$ cat src/rtl/store_data_rmw.sv
// Store unit for a word-wide data RAM without byte enables: sb/sh/sw are done as
// read-modify-write. Optional macro STORE_WORD_FASTPATH_EN lets aligned sw skip the read.
module store_data_rmw #(
  parameter int ADDR_WIDTH     = 32,
  parameter int TIMEOUT_CYCLES = 16
) (
  input  logic                  clk,
  input  logic                  rst_n,
  input  logic                  Req_Valid,
  output logic                  Req_Ready,
  input  logic [1:0]            Memory_Byte,
  input  logic [ADDR_WIDTH-1:0] Address,
  input  logic [31:0]           Data_In,
  output logic [ADDR_WIDTH-1:0] Mem_Addr,
  output logic                  Mem_Read_En,
  input  logic [31:0]           Mem_Read_Data,
  input  logic                  Mem_Read_Valid,
  output logic                  Mem_Write_En,
  output logic [31:0]           Mem_Write_Data,
  input  logic                  Mem_Write_Ready,
  output logic                  Done,
  output logic                  Error,
  output logic [2:0]            dbg_state
);

  // Handshakes: a request transfers on a cycle where Req_Valid && Req_Ready; a read
  // returns on a WAIT cycle with Mem_Read_Valid; a write commits on a WRITE cycle with
  // Mem_Write_Ready, and Mem_Write_En/Mem_Addr/Mem_Write_Data hold until then.

  typedef enum logic [2:0] {
    S_IDLE  = 3'd0,
    S_READ  = 3'd1,
    S_WAIT  = 3'd2,
    S_WRITE = 3'd3,
    S_DONE  = 3'd4,
    S_ERR   = 3'd5
  } state_t;

`ifdef STORE_WORD_FASTPATH_EN
  localparam bit FASTPATH = 1'b1;
`else
  localparam bit FASTPATH = 1'b0;
`endif

  localparam int TCW = (TIMEOUT_CYCLES > 2) ? $clog2(TIMEOUT_CYCLES) : 1;
  localparam logic [TCW-1:0] TC_LAST = TCW'(TIMEOUT_CYCLES - 1);

  state_t                state, state_d;
  logic                  armed;
  logic [1:0]            size_q;
  logic [ADDR_WIDTH-1:0] addr_q;
  logic [31:0]           data_q;
  logic [31:0]           wdata_q, wdata_d;
  logic [TCW-1:0]        tcnt, tcnt_d;
  logic                  accept;

  function automatic logic is_misaligned(input logic [1:0] size, input logic [1:0] lane);
    is_misaligned = 1'b0;
    case (size)
      2'b11:   is_misaligned = 1'b0;
      2'b10:   is_misaligned = lane[0];
      default: is_misaligned = (lane != 2'b00);
    endcase
  endfunction

  function automatic logic [31:0] merge(input logic [1:0] size, input logic [1:0] lane,
                                        input logic [31:0] old, input logic [31:0] din);
    merge = old;
    case (size)
      2'b11: begin
        case (lane)
          2'b00:   merge[7:0]   = din[7:0];
          2'b01:   merge[15:8]  = din[7:0];
          2'b10:   merge[23:16] = din[7:0];
          default: merge[31:24] = din[7:0];
        endcase
      end
      2'b10: begin
        if (lane[1]) merge[31:16] = din[15:0];
        else         merge[15:0]  = din[15:0];
      end
      default: merge = din;
    endcase
  endfunction

  // Ready is held low for the first cycle out of reset.
  assign Req_Ready = armed && (state == S_IDLE);
  assign accept    = Req_Valid && Req_Ready;

  always_ff @(posedge clk or negedge rst_n) begin
    if (!rst_n) begin
      state   <= S_IDLE;
      armed   <= 1'b0;
      size_q  <= 2'b00;
      addr_q  <= '0;
      data_q  <= '0;
      wdata_q <= '0;
      tcnt    <= '0;
    end else begin
      state   <= state_d;
      armed   <= 1'b1;
      wdata_q <= wdata_d;
      tcnt    <= tcnt_d;
      if (accept) begin
        size_q <= Memory_Byte;
        addr_q <= Address;
        data_q <= Data_In;
      end
    end
  end

  always_comb begin
    state_d = state;
    wdata_d = wdata_q;
    tcnt_d  = tcnt;
    case (state)
      S_IDLE: begin
        if (accept) begin
          if (is_misaligned(Memory_Byte, Address[1:0])) begin
            state_d = S_ERR;
          end else if (FASTPATH && !Memory_Byte[1]) begin
            state_d = S_WRITE;
            wdata_d = Data_In;
          end else begin
            state_d = S_READ;
          end
        end
      end
      S_READ: begin
        state_d = S_WAIT;
        tcnt_d  = '0;
      end
      S_WAIT: begin
        if (Mem_Read_Valid) begin
          wdata_d = merge(size_q, addr_q[1:0], Mem_Read_Data, data_q);
          state_d = S_WRITE;
        end else if (tcnt == TC_LAST) begin
          state_d = S_ERR;
        end else begin
          tcnt_d = tcnt + 1'b1;
        end
      end
      S_WRITE: begin
        if (Mem_Write_Ready) state_d = S_DONE;
      end
      S_DONE:  state_d = S_IDLE;
      S_ERR:   state_d = S_IDLE;
      default: state_d = S_IDLE;
    endcase
  end

  // Outputs decode from state only, so an async reset drops them at once.
  always_comb begin
    Mem_Addr       = '0;
    Mem_Read_En    = 1'b0;
    Mem_Write_En   = 1'b0;
    Mem_Write_Data = '0;
    Done           = 1'b0;
    Error          = 1'b0;
    case (state)
      S_READ: begin
        Mem_Read_En = 1'b1;
        Mem_Addr    = {addr_q[ADDR_WIDTH-1:2], 2'b00};
      end
      S_WAIT: Mem_Addr = {addr_q[ADDR_WIDTH-1:2], 2'b00};
      S_WRITE: begin
        Mem_Write_En   = 1'b1;
        Mem_Addr       = {addr_q[ADDR_WIDTH-1:2], 2'b00};
        Mem_Write_Data = wdata_q;
      end
      S_DONE:  Done  = 1'b1;
      S_ERR:   Error = 1'b1;
      default: ;
    endcase
  end

  assign dbg_state = state;

endmodule

$ cat config.mk
export PLATFORM = sky130hd
export DESIGN_NAME = store_data_rmw
export DESIGN_NICKNAME = d
export VERILOG_FILES = /design/src/rtl/store_data_rmw.sv
export SDC_FILE = /design/constraint.sdc
export NUM_CORES = 1
export LEC_CHECK = 0
export CAP_MARGIN = 0
export CORE_UTILIZATION = 46
export CTS_CLUSTER_SIZE = 24
export DETAILED_ROUTE_END_ITERATION = 8
export PLACE_DENSITY = 0.75
export SYNTH_ARGS = -nofsm -noshare
export SYNTH_HDL_FRONTEND = slang
export SYNTH_SLANG_ARGS = --single-unit
export TNS_END_PERCENT = 30
$ cat constraint.sdc
create_clock -name clk -period 2.3 [get_ports clk]
set_clock_uncertainty 0.1 [all_clocks]
set_input_delay 0.345 -clock clk [delete_from_list [all_inputs] [get_ports clk]]
set_output_delay 0.345 -clock clk [all_outputs]
set_load 0.03 [all_outputs]
After elaboration in Yosys (flattened, before gate mapping)
Cells that the tools add are included.
{ "totals": {"regBits": 106, "inputBits": 103, "word_cells": 61} }
{ "op_classes": {"add_sub_neg": 1, "eq_ne": 17, "mux": 25, "n_reduce_logical": 11} }
{ "op_table": {"columns": ["cell", "count"], "rows": [
  ["32-bit 2-to-1 mux", 2],
  ["32-bit one-hot mux with 2 select lines", 1],
  ["16-bit 2-to-1 mux", 2],
  ["8-bit 2-to-1 mux", 4],
  ["3-bit 2-to-1 mux", 5],
  ["3-bit one-hot mux with 4 select lines", 1],
  ["2-bit == test (second input constant)", 5],
  ["4-bit 2-to-1 mux", 2],
  ["2-bit inequality test (second input constant)", 4],
  ["4-bit one-hot mux with 2 select lines", 1],
  ["3-bit by 2-bit == test with 1-bit output (second input constant)", 2],
  ["3-bit == test (second input constant)", 2],
  ["1-bit 2-to-1 mux", 6],
  ["3-bit AND reduction", 2],
  ["3-bit OR reduction", 2],
  ["4-bit by 1-bit adder with 4-bit output (second input constant)", 1],
  ["4-bit == test (second input constant)", 1],
  ["2-bit nonzero test", 2],
  ["3-bit by 1-bit == test with 1-bit output (second input constant)", 1],
  ["3-bit logical NOT", 1],
  ["3-bit inequality test (second input constant)", 1],
  ["2-bit by 1-bit == test with 1-bit output (second input constant)", 1],
  ["1-bit logical AND", 2],
  ["2-bit logical NOT", 1],
  ["2 further kinds", 2]
]} }

Logic depth before layout (Yosys ltp)
{ "logic_depth": {"depth_word": 8, "depth_mapped": 6} }

Least setup slack after synthesis
No wires, ideal clock.
{ "synth_path": {"path_kind": "reg2out", "startpoint": "register state[0], in the netlist dbg_state[0]", "endpoint": "output port Mem_Write_Data[22]", "t_arrival_ns": 1.691, "required_ns": 1.855, "setup_slack_ns": 0.164, "stages_incl_launch_ff": 6, "path_buffers": 2, "path_cell_list": "dfrtp_1 buf_2 nand2_1 nor2_1 buf_2 and2_1"} }
{ "synth_via": {"elab_chain_len": 2} }
{ "synth_lines": {"columns": ["item", "line_no", "source"], "rows": [
  ["start: declaration", "48", "state_t state, state_d;"],
  ["start signal: assignment", "100", "state <= state_d;"],
  ["3-bit by 2-bit == test with 1-bit output", "160", "case (state)"],
  ["32-bit 2-to-1 mux", "160", null],
  ["end: declaration", "19", "output logic [31:0] Mem_Write_Data,"]
]} }
No other way between the ends.

Worst setup path in the final report
{ "layout_path": {"startpoint": "register state[1], in the netlist dbg_state[1]", "endpoint": "output port Mem_Read_En"} }
{ "layout_via": {"elab_chain_len": 2} }
{ "layout_lines": {"columns": ["item", "line_no", "source"], "rows": [
  ["3-bit by 1-bit == test with 1-bit output", "160", null],
  ["1-bit 2-to-1 mux", "160", null],
  ["end: declaration", "15", "output logic Mem_Read_En,"]
]} }
No other way between the ends.

==> results.toml <==
[drt]
via_count = 4482
vias_per_cell = 5.54
drt_wl_total_mm = 15.1
postRouteAntennaNets = 0
wl_met2_mm = 7.15
wl_met3_mm = 1.23
top_layer = "met5"
wl_per_cell_um = 18.7
drt_pre_antenna_iters = 4
met1_length_mm = 6.34
drcViolationCount = 0
drt_iter0_markers = 174

[yosys]
synth.area.mux_share = 0.221
ys_types = 43
synth_xor_area_frac = 0
synth_most_common_cell = "dfrtp_1"
synth_top_area_share = 0.469
synth_top_family_by_area = "multiplexers"
synth-main-ff-cell = "dfrtp_1"
synth_area_leader_cell = "dfrtp_1"
synth_compound_area_frac = 0.119
yosys_warnings = 0
avgSynthCellArea_um2 = 11.4
synth-adder-area-share = 0.00221
synth.area.top_cells = "dfrtp_1 (47%), mux2_4 (11%), mux2_2 (8.4%)"
synth_common_cells = "dfrtp_1 (106), and2_1 (63), mux2_2 (42), mux2_4 (40), nor2_1 (36)"
netlist_area_mm2 = 0.00566
synthSimpleGateAreaFrac = 0.144
synth-seq-cells = 106
ys_seq_area_frac = 0.469
syn-instance-count = 495
synth_edf_count = 0
async_reset_ff_frac = 1.00

[cts]
clock_sinks = 106
root_buffer = "clkbuf_16"
cts_buffers = 9
clockBufferDepth = 2
cts_tree = "done"
clk_latency_ns = 0.34
cts-htree-levels = 3
cts.clk_slew.worst_paths_ns = 0.06

[critical_path]
rr_worst_depth = 3
required_ns = 1.86
crit_fanout = 7
arrival_ns = 1.76
critPathCaptureType = "output port"
critPathLaunchType = "register"
critPathKind = "register to output port"

[place]
io_buffers = 172
detailed_place_hpwl_mm = 10.8
routabilityCongestion = 0.875
place_inst = 790

[power]
seqPwrFrac = 0.331
switchingPower_mw = 4.46
leakage_nw = 3.56
power_density_mw_per_mm2 = 1400
vdd_drop_max_mv = 0.884
internal_power_mw = 6.32
comb_power_share = 0.536
power.share.clock = 0.133
p_sw_frac = 0.414
finalPower_mw = 10.8

[die]
fp-row-count = 40
die_x_um = 113
dieArea_mm2 = 0.0128
die_y_um = 113
initial_core_util = 0.471
io_pins = 175
core_mm2 = 0.0120

[sta]
relSlewSlack = 0.119
finalSetupTns_ns = 0
fmax_ghz = 0.454
fin_crit_ns = 2.20
setup_violations = 0
fin_crit_sh = 0.957
fin_hold_ws_ns = 0.407
drv_slew = 0
hold_viol_final = 0
tightestPinTransition_ns = 1.32
rsz0062_at_grt = "false"

[min_path]
hp-class = "register to register"
hold_path_depth = 1

[outcome]
status = "completed"

[cells_and_area]
area_growth_syn_to_layout_pct = 36.0
layout-drive-gt1-share = 0.293
final_util = 0.641
instances_no_fill = 809
n_antenna_cell = 0
final_nets = 762

[global_routing]
grt_use_total = 0.244
grt-ovfl-total = 0
grt_pass1_vias = 4495
grt_pass1_wl_mm = 23.9
antenna_found_initial = 2
grt_max_degree = 50

[flow_run]
drv_cap = 0
-- metrics by stage --
stage	setup slack (ns)	instance area, um^2
after floorplan	0.164	5660
after global placement	0.192	7390
after detailed placement	0.124	7390
after CTS	0.00918	7670
after global routing	0.0361	7700
final	0.0987	7700
-- registers in the layout, indices dropped and copies added (netlist names) --
| register | count |
|---|---|
| wdata_q | 32 |
| tcnt | 4 |
| size_q | 2 |
| dbg_state | 3 |
| addr_q | 32 |
| armed | 1 |
| data_q | 32 |
-- cells by family after synthesis --
group	after synthesis
AO/OA/AOI/OAI	101
adder cells (fa/ha/maj)	1
buffers and inverters	46
flip-flops	106
multiplexers	100
other	2
AND/OR/NAND/NOR	139
-- cells in the final DEF, fill, tap and decap left out, types with 17 or more instances in the layout --
cell             count
mux2_4              40
nor2_1              34
and2_1              63
dfrtp_1            103
a21oi_1             17
mux2_2              42
buf_4               79
a31oi_1             17
mux2i_1             18
clkdlybuf4s50_1    105
-- worst paths after layout --
path / slack [ns] / start / end
setup / recovery: 0.1 / dbg_state[1] / Mem_Read_En
hold / removal: 0.41 / addr_q[31] / addr_q[31]
setup reg to reg: 0.14 / size_q[1] / wdata_q[24]
hold reg to reg: 0.41 / addr_q[31] / addr_q[31]
max in group asynchronous: 0.99 / rst_n / addr_q[21]
min in group asynchronous: 0.45 / rst_n / tcnt[2]
-- final cells by class --
cell class	count	area, um^2
multi-input combinational	344	2780
sequential	106	2660
tap	147	184
clock inverter	3	15.0
timing repair buffer	194	1790
fill	981	4320
inverter	3	11.3
clock buffer	12	256
-- metal layers --
layer  track usage  up-vias
li1              -     2094
met3        0.0771       32
met5             0        -
met1         0.310     2163
met2         0.392      191
met4        0.0886        2
-- worst max-delay path, stage by stage, from the launching register on --
cell     delay, ns
dfrtp_2       0.44
buf_4         0.18
or3b_2        0.53
inv_1         0.11
buf_4         0.16
-- repair_timing --
action	in CTS	in global routing
buffers inserted	0	3
hold endpoints to repair	40	0
gates resized for setup	8	0
endpoints found under the setup margin	44	32
hold buffers	1	0
-- power groups by stage --
stage                     Combinational [mW]  Sequential, mW  Clock (mW)
after floorplan                         4.06            3.27           0
after global routing                    6.17            3.68        1.56
after detailed placement                5.71            3.59           0
final                                   5.78            3.57        1.44
after CTS                               5.72            3.60        1.46
after global placement                  5.57            3.56           0
Note: power is estimated with default switching activity, not from simulation.
